$ cat config.mk
export PLATFORM = sky130hd
export DESIGN_NAME = div_unit_flat
export DESIGN_NICKNAME = d
export VERILOG_FILES = /design/src/rtl/div_unit_pkg.sv /design/src/rtl/div_unit_if.sv /design/src/rtl/div_sign_fixup.sv /design/src/rtl/div_unit.sv /design/src/flat_wrapper.sv
export SDC_FILE = /design/constraint.sdc
export NUM_CORES = 1
export LEC_CHECK = 0
export BUFFER_PORTS_ARGS = -buffer_cell sky130_fd_sc_hd__buf_2
export CORE_AREA = 2 2 181 148
export DETAILED_ROUTE_END_ITERATION = 16
export DIE_AREA = 0 0 183 150
export PLACE_DENSITY = 0.71
export SYNTH_ARGS = -nofsm -noshare
export SYNTH_HDL_FRONTEND = slang
export SYNTH_SLANG_ARGS = --single-unit
$ cat constraint.sdc
create_clock -name clk -period 9.9 [get_ports clk]
set_clock_uncertainty 0.05 [all_clocks]
set_input_delay 2.475 -clock clk [delete_from_list [all_inputs] [get_ports clk]]
set_output_delay 2.475 -clock clk [all_outputs]
set_load 0.02 [all_outputs]
$ cat src/rtl/div_unit_pkg.sv
// -----------------------------------------------------------------------------
// MulDivTypes
// Shared types and constants for the RV32M multiply/divide units.
//   DivOp    : divide operation encoding produced by decode (DIV/DIVU/REM/REMU)
//   DivState : divider FSM states
//   DIV_LATENCY and the RV32M divide-by-zero / signed-overflow result values.
// -----------------------------------------------------------------------------
package MulDivTypes;

    typedef enum logic [1:0] {
        DIVOP_DIV  = 2'd0,
        DIVOP_DIVU = 2'd1,
        DIVOP_REM  = 2'd2,
        DIVOP_REMU = 2'd3
    } DivOp;

    typedef enum logic [1:0] {
        DIV_IDLE = 2'd0,
        DIV_CALC = 2'd1,
        DIV_DONE = 2'd2
    } DivState;

    localparam int DIV_XLEN    = 32;
    localparam int DIV_LATENCY = DIV_XLEN + 1;

    localparam logic [DIV_XLEN-1:0] DIV_ZERO_QUOT = '1;
    localparam logic [DIV_XLEN-1:0] DIV_OVF_QUOT  = {1'b1, {(DIV_XLEN-1){1'b0}}};
    localparam logic [DIV_XLEN-1:0] DIV_OVF_REM   = '0;

    function automatic logic divOpSigned(DivOp op);
        return (op == DIVOP_DIV) || (op == DIVOP_REM);
    endfunction

    function automatic logic divOpRem(DivOp op);
        return (op == DIVOP_REM) || (op == DIVOP_REMU);
    endfunction

endpackage

$ cat src/rtl/div_unit_if.sv
// -----------------------------------------------------------------------------
// div_unit_if
// Issue/controller side <-> divider connection.
//   clear, stall        : controller abort and execute-stage stall
//   start, op, rs1, rs2 : division request and bypassed operands
//   busy, finished      : stall request and result-valid strobe
//   result              : quotient or remainder
// master = issue/controller side, slave = divider.
// -----------------------------------------------------------------------------
interface div_unit_if
    import MulDivTypes::*;
#(
    parameter int DATA_WIDTH = 32
) ();

    logic                  clear;
    logic                  stall;
    logic                  start;
    DivOp                  op;
    logic [DATA_WIDTH-1:0] rs1;
    logic [DATA_WIDTH-1:0] rs2;
    logic                  busy;
    logic                  finished;
    logic [DATA_WIDTH-1:0] result;

    modport master (
        output clear, stall, start, op, rs1, rs2,
        input  busy, finished, result
    );

    modport slave (
        input  clear, stall, start, op, rs1, rs2,
        output busy, finished, result
    );

endinterface

$ cat src/rtl/div_sign_fixup.sv
// -----------------------------------------------------------------------------
// div_sign_fixup
// Combinational conditional two's-complement negation. Used to take operand
// magnitudes at start and to restore quotient/remainder signs at the end.
//   value  : input word
//   negate : 1 -> output is -value, 0 -> output is value
//   fixed  : result
// -----------------------------------------------------------------------------
module div_sign_fixup #(
    parameter int DATA_WIDTH = 32
) (
    input  logic [DATA_WIDTH-1:0] value,
    input  logic                  negate,
    output logic [DATA_WIDTH-1:0] fixed
);

    assign fixed = negate ? (~value + 1'b1) : value;

endmodule

$ cat src/rtl/div_unit.sv
// -----------------------------------------------------------------------------
// div_unit
// Iterative radix-2 restoring divider for RV32M DIV/DIVU/REM/REMU.
//   clk, rst : clock and synchronous active-high reset
//   bus      : div_unit_if.slave (clear, stall, start, op, rs1, rs2 in;
//              busy, finished, result out)
// Normal ops take DATA_WIDTH CALC cycles and finish one cycle later;
// divide-by-zero and signed overflow finish the cycle after start.
// -----------------------------------------------------------------------------
module div_unit
    import MulDivTypes::*;
#(
    parameter int DATA_WIDTH = 32,
    parameter int CNT_WIDTH  = $clog2(DATA_WIDTH)
) (
    input  logic      clk,
    input  logic      rst,
    div_unit_if.slave bus
);

    DivState               state;
    DivOp                  opReg;
    logic                  quotNeg;
    logic                  remNeg;
    logic [DATA_WIDTH-1:0] dividend;
    logic [DATA_WIDTH-1:0] divisor;
    logic [DATA_WIDTH-1:0] remReg;
    logic [DATA_WIDTH-1:0] quotReg;
    logic [CNT_WIDTH-1:0]  cnt;
    logic                  finishedReg;
    logic [DATA_WIDTH-1:0] resultReg;

    logic                  startSigned;
    logic                  divZero;
    logic                  signedOvf;
    logic [DATA_WIDTH-1:0] absRs1;
    logic [DATA_WIDTH-1:0] absRs2;
    logic [DATA_WIDTH:0]   trial;
    logic                  trialOk;
    logic [DATA_WIDTH-1:0] nextRem;
    logic [DATA_WIDTH-1:0] nextQuot;
    logic [DATA_WIDTH-1:0] fixedQuot;
    logic [DATA_WIDTH-1:0] fixedRem;
    logic                  lastIter;

    // Start-time decode: operand magnitudes and special cases.
    assign startSigned = divOpSigned(bus.op);
    assign divZero     = (bus.rs2 == '0);
    assign signedOvf   = startSigned
                       && (bus.rs1 == DATA_WIDTH'(DIV_OVF_QUOT))
                       && (bus.rs2 == '1);

    div_sign_fixup #(.DATA_WIDTH(DATA_WIDTH)) absRs1Fix (
        .value (bus.rs1),
        .negate(startSigned & bus.rs1[DATA_WIDTH-1]),
        .fixed (absRs1)
    );

    div_sign_fixup #(.DATA_WIDTH(DATA_WIDTH)) absRs2Fix (
        .value (bus.rs2),
        .negate(startSigned & bus.rs2[DATA_WIDTH-1]),
        .fixed (absRs2)
    );

    // One restoring step. The full remainder is shifted so that divisors with
    // the MSB set (partial remainder >= 2^(W-1)) are still compared correctly.
    assign trial    = {remReg, dividend[DATA_WIDTH-1]} - {1'b0, divisor};
    assign trialOk  = ~trial[DATA_WIDTH];
    assign nextRem  = trialOk ? trial[DATA_WIDTH-1:0]
                              : {remReg[DATA_WIDTH-2:0], dividend[DATA_WIDTH-1]};
    assign nextQuot = {quotReg[DATA_WIDTH-2:0], trialOk};
    assign lastIter = (cnt == CNT_WIDTH'(DATA_WIDTH - 1));

    // Sign restoration on the final step's values so result is registered
    // on entry to DONE.
    div_sign_fixup #(.DATA_WIDTH(DATA_WIDTH)) quotFix (
        .value (nextQuot),
        .negate(quotNeg),
        .fixed (fixedQuot)
    );

    div_sign_fixup #(.DATA_WIDTH(DATA_WIDTH)) remFix (
        .value (nextRem),
        .negate(remNeg),
        .fixed (fixedRem)
    );

    always_ff @(posedge clk) begin
        if (rst) begin
            state       <= DIV_IDLE;
            opReg       <= DIVOP_DIV;
            quotNeg     <= 1'b0;
            remNeg      <= 1'b0;
            dividend    <= '0;
            divisor     <= '0;
            remReg      <= '0;
            quotReg     <= '0;
            cnt         <= '0;
            finishedReg <= 1'b0;
            resultReg   <= '0;
        end else if (bus.clear) begin
            state       <= DIV_IDLE;
            finishedReg <= 1'b0;
        end else begin
            case (state)
                DIV_IDLE: begin
                    if (bus.start) begin
                        opReg    <= bus.op;
                        quotNeg  <= startSigned & (bus.rs1[DATA_WIDTH-1] ^ bus.rs2[DATA_WIDTH-1]);
                        remNeg   <= startSigned & bus.rs1[DATA_WIDTH-1];
                        dividend <= absRs1;
                        divisor  <= absRs2;
                        remReg   <= '0;
                        quotReg  <= '0;
                        cnt      <= '0;
                        if (divZero) begin
                            state       <= DIV_DONE;
                            finishedReg <= 1'b1;
                            resultReg   <= divOpRem(bus.op) ? bus.rs1 : DATA_WIDTH'(DIV_ZERO_QUOT);
                        end else if (signedOvf) begin
                            state       <= DIV_DONE;
                            finishedReg <= 1'b1;
                            resultReg   <= divOpRem(bus.op) ? DATA_WIDTH'(DIV_OVF_REM)
                                                            : DATA_WIDTH'(DIV_OVF_QUOT);
                        end else begin
                            state <= DIV_CALC;
                        end
                    end
                end
                DIV_CALC: begin
                    remReg   <= nextRem;
                    quotReg  <= nextQuot;
                    dividend <= dividend << 1;
                    cnt      <= cnt + 1'b1;
                    if (lastIter) begin
                        state       <= DIV_DONE;
                        finishedReg <= 1'b1;
                        resultReg   <= divOpRem(opReg) ? fixedRem : fixedQuot;
                    end
                end
                DIV_DONE: begin
                    if (!bus.stall) begin
                        state       <= DIV_IDLE;
                        finishedReg <= 1'b0;
                    end
                end
                default: begin
                    state       <= DIV_IDLE;
                    finishedReg <= 1'b0;
                end
            endcase
        end
    end

    // busy must follow stall within the DONE cycle so upstream stays frozen.
    assign bus.busy     = (state == DIV_CALC) || ((state == DIV_DONE) && bus.stall);
    assign bus.finished = finishedReg;
    assign bus.result   = resultReg;

endmodule
$ cat src/flat_wrapper.sv
// flat-port wrapper written by rule: the top's interface ports become plain ports
module div_unit_flat import MulDivTypes::*;
#(
    parameter int DATA_WIDTH = 32,
    parameter int CNT_WIDTH  = $clog2(DATA_WIDTH)
)
  (clk, rst, bus_clear, bus_stall, bus_start, bus_op, bus_rs1, bus_rs2, bus_busy, bus_finished, bus_result);
  div_unit_if #(.DATA_WIDTH(DATA_WIDTH)) bus_i ();
  input  logic clk;
  input  logic rst;
  input wire logic [$bits(bus_i.clear)-1:0] bus_clear;
  input wire logic [$bits(bus_i.stall)-1:0] bus_stall;
  input wire logic [$bits(bus_i.start)-1:0] bus_start;
  input wire logic [$bits(bus_i.op)-1:0] bus_op;
  input wire logic [$bits(bus_i.rs1)-1:0] bus_rs1;
  input wire logic [$bits(bus_i.rs2)-1:0] bus_rs2;
  output wire logic [$bits(bus_i.busy)-1:0] bus_busy;
  output wire logic [$bits(bus_i.finished)-1:0] bus_finished;
  output wire logic [$bits(bus_i.result)-1:0] bus_result;
  assign bus_i.clear = bus_clear;
  assign bus_i.stall = bus_stall;
  assign bus_i.start = bus_start;
  assign bus_i.op = bus_op;
  assign bus_i.rs1 = bus_rs1;
  assign bus_i.rs2 = bus_rs2;
  assign bus_busy = bus_i.busy;
  assign bus_finished = bus_i.finished;
  assign bus_result = bus_i.result;
  div_unit #(.DATA_WIDTH(DATA_WIDTH), .CNT_WIDTH(CNT_WIDTH)) u_core (.clk(clk), .rst(rst), .bus(bus_i));
endmodule
==> impl_metrics.py <==
metrics = {
    "floorplanning": {
        "core-area_um2": 25700,
        "num_rows": 53,
        "fp.dieW_um": 183,
        "start_util": 0.491,
        "die_h_um": 150,
        "pin_count": 105,
        "dieArea_um2": 27500,
    },
    "setup_path": {
        "cp-startpoint": "u_core.dividend[31]",
        "worst_setup_path_start_kind": "flip-flop",
        "rr_worst_depth": 22,
        "critPathMaxFanout": 34,
        "end_kind": "flip-flop",
        "endpoint": "u_core.bus.result[20]",
        "max_stage_delay_ns": 0.57,
        "critical_path.cell_chain": "inv_1 -> ha_1 -> fa_1 -> and2b_2 -> o2111ai_4 -> a311o_1 -> a21oi_4 -> o21a_1 -> nor2_8 -> inv_2 -> buf_4 -> o21ai_0 -> inv_1 -> ha_1 -> nand2_1 -> or4_1 -> nor2_1 -> a41oi_1 -> or3_1 -> o211a_1 -> o31a_1 -> o21ai_0",
        "cp.depth": 22,
        "cp.required_ns": 10.21,
        "worstReg2RegStart": "u_core.dividend[31]",
        "cpMaxStageDelayCell": "o21a_1",
        "crit_type": "flip-flop to flip-flop",
        "cp_data_arrival_time_ns": 6.70,
        "r2r_setup_slack_ns": 3.51,
        "crit_buf_inv": 4,
        "cpLargestDelayFamily": "compound AO/OA/AOI/OAI gates",
        "r2r_end": "u_core.bus.result[20]",
    },
    "sta": {
        "final_max_slew_viol_count": 0,
        "tns_ns": 0,
        "worst_slew_pin_slew_ns": 1.35,
        "final_hold_viol_count": 0,
        "relSlewSlack": 0.0996,
        "max_freq_mhz": 157,
        "setup-violations-final": 0,
        "finalCritPeriodShare": 0.645,
        "rsz0062_at_grt": "false",
        "min_period_ns": 6.39,
        "holdWs_ns": 0.402,
        "fin_ws_ns": 3.51,
    },
    "final_layout": {
        "nFillCells": 2500,
        "antenna_cells": 0,
        "drive_gt1_frac": 0.110,
        "seq_area_um2": 3400,
        "final_nets": 1824,
        "multi_input_area_um2": 8540,
        "final_cells": 2056,
        "area_delta_synth_final_pct": 9.87,
    },
    "clocking": {
        "clock-sinks": 170,
        "root_buffer": "clkbuf_16",
        "path_clk_slew_ns": 0.07,
        "h-tree-depth": 4,
        "cts_tree": "yes",
        "numCtsBuffers": 17,
        "cts_resized": 0,
        "clock_path_buffers": 2,
        "clkLatencyLatePin_ns": 0.45,
        "post_cts_buffers": 0,
        "holdBufCountCts": 0,
    },
    "synth": {
        "synth_top_area_frac": 0.270,
        "synth_fa_ha_area_frac": 0.0402,
        "syn_area_um2": 12600,
        "synth.area.mux_share": 0.0165,
        "synth-simple-area-share": 0.224,
        "async_reset_ff_frac": 0,
        "synth_top_cell_by_area": "dfxtp_1",
        "dominantRegCellSynth": "dfxtp_1",
        "syn_inst": 1689,
        "synthTopCellsByArea": "dfxtp_1, nor2_1, a21oi_1",
        "syn_nets": 1800,
        "synth_top_family_by_area": "compound AO/OA/AOI/OAI gates",
        "ys_seq_area_frac": 0.270,
        "ys_types": 87,
        "avgSynthCellArea_um2": 7.47,
        "ys_warn_count": 0,
        "yosys_register_bits": 170,
        "synth_xor_area_frac": 0.0861,
        "yosys-top-cells-count": "nor2_1, dfxtp_1, a21oi_1, nand2_1, o21ai_0",
        "synth_most_common_cell": "nor2_1",
        "synth_compound_area_frac": 0.307,
        "synth_edf_count": 0,
    },
    "placed_design": {
        "post-dp-hpwl_um": 32000,
        "io_buffers": 104,
        "dpl_worst_slack_ns": 3.35,
        "gp_congestion": 0.991,
        "placed_cells": 2024,
    },
    "run_status": {
        "status": "complete, no violations",
    },
    "global_routing": {
        "grt_first_pass_wirelength_um": 67200,
        "track_usage": 0.313,
        "grt_pass1_vias": 11700,
        "antenna_found_initial": 0,
        "grt_max_degree": 93,
        "grt_overflow": 0,
    },
    "flow_run": {
        "drv_cap": 0,
    },
    "power_and_ir_drop": {
        "power.density_nw_per_um2": 134,
        "finalPower_mw": 1.86,
        "leakage_nw": 5.30,
        "ir_drop_uv": 118,
    },
    "routing": {
        "num_vias": 13300,
        "first_pass_iters": 6,
        "antenna_left": 0,
        "wl_um": 43700,
        "drc": 0,
        "via_per_inst": 6.49,
        "avgRoutedWirePerCell_um": 21.2,
        "drt_iter0_markers": 1617,
    },
    "worst_hold_path": {
        "hold_class": "flip-flop to flip-flop",
    },
}
## registers in the layout (all words and copies together), names as in the netlist, 2 cells and up
| name | cells |
|---|---|
| u_core.bus.result | 32 |
| u_core.cnt | 5 |
| u_core.dividend | 32 |
| u_core.divisor | 32 |
| u_core.quotReg | 31 |
| u_core.remReg | 32 |
| u_core.state | 2 |
## layer usage
layer  vias to the layer above  global-route usage  part of all wire
met5                         -                   0                 0
met4                         0              0.0948             0.026
met3                        80              0.0840              0.11
met2                       647               0.448              0.42
met1                      6354               0.453              0.45
li1                       6265                   -                 -
## layout make-up
type | instances | share of cell area
Multi-Input combinational cell | 1338 | 0.616
Sequential cell | 170 | 0.245
Timing Repair Buffer | 122 | 0.0475
Clock buffer | 23 | 0.0345
Tap cell | 330 | 0.0298
Inverter | 64 | 0.0173
Clock inverter | 9 | 0.00983
## cell families after synthesis
kind of cell    count (synthesis)
compound gates                559
xor+xnor                      124
fa+ha+maj                      40
buf+inv                       181
flops                         170
mux                            20
simple gates                  595
## placed cells by master (no fill, tap or decap), drive strengths merged, types with 13 or more instances in the layout
cell,n
mux2i,14
xnor2,59
o41ai,14
a311oi,21
and2,14
nand2,116
nor4,17
nor2b,13
clkbuf,23
a22oi,53
a31oi,18
dfxtp,170
inv,65
or3,36
o211ai,20
nor3,49
nand2b,16
nand4,16
a211oi,62
buf,122
ha,39
a21o,13
xor2,65
nor2,255
o21ai,112
nand3,14
a21oi,122
o31ai,25
## power breakdown
part | internal (mW) | switching (mW)
sequential | 0.707 | 0.0144
combinational | 0.141 | 0.281
clock | 0.419 | 0.300
## worst min-delay path, cell delays in order (launching register included)
cell,delay (ns)
dfxtp_1,0.31
nand2_1,0.05
a21oi_1,0.05
## per-stage QoR
step                      utilization  area, µm²
after global placement          0.515      13300
after global routing            0.539      13900
after detailed placement        0.515      13300
final                           0.539      13900
after floorplan                     -      12600
after CTS                       0.539      13900
## worst min path at each step
stage / from / to / slack, ns / cells past startpoint
floorplan: u_core.divisor[20] / u_core.divisor[20] / 0.38 / 2
finish: u_core.divisor[31] / u_core.divisor[31] / 0.40 / 2
global placement: u_core.divisor[20] / u_core.divisor[20] / 0.39 / 2
detailed placement: u_core.divisor[20] / u_core.divisor[20] / 0.40 / 2
global route: u_core.divisor[20] / u_core.divisor[20] / 0.42 / 2
CTS: u_core.divisor[31] / u_core.divisor[31] / 0.41 / 2
No activity file was read; power rests on OpenSTA's default activity.
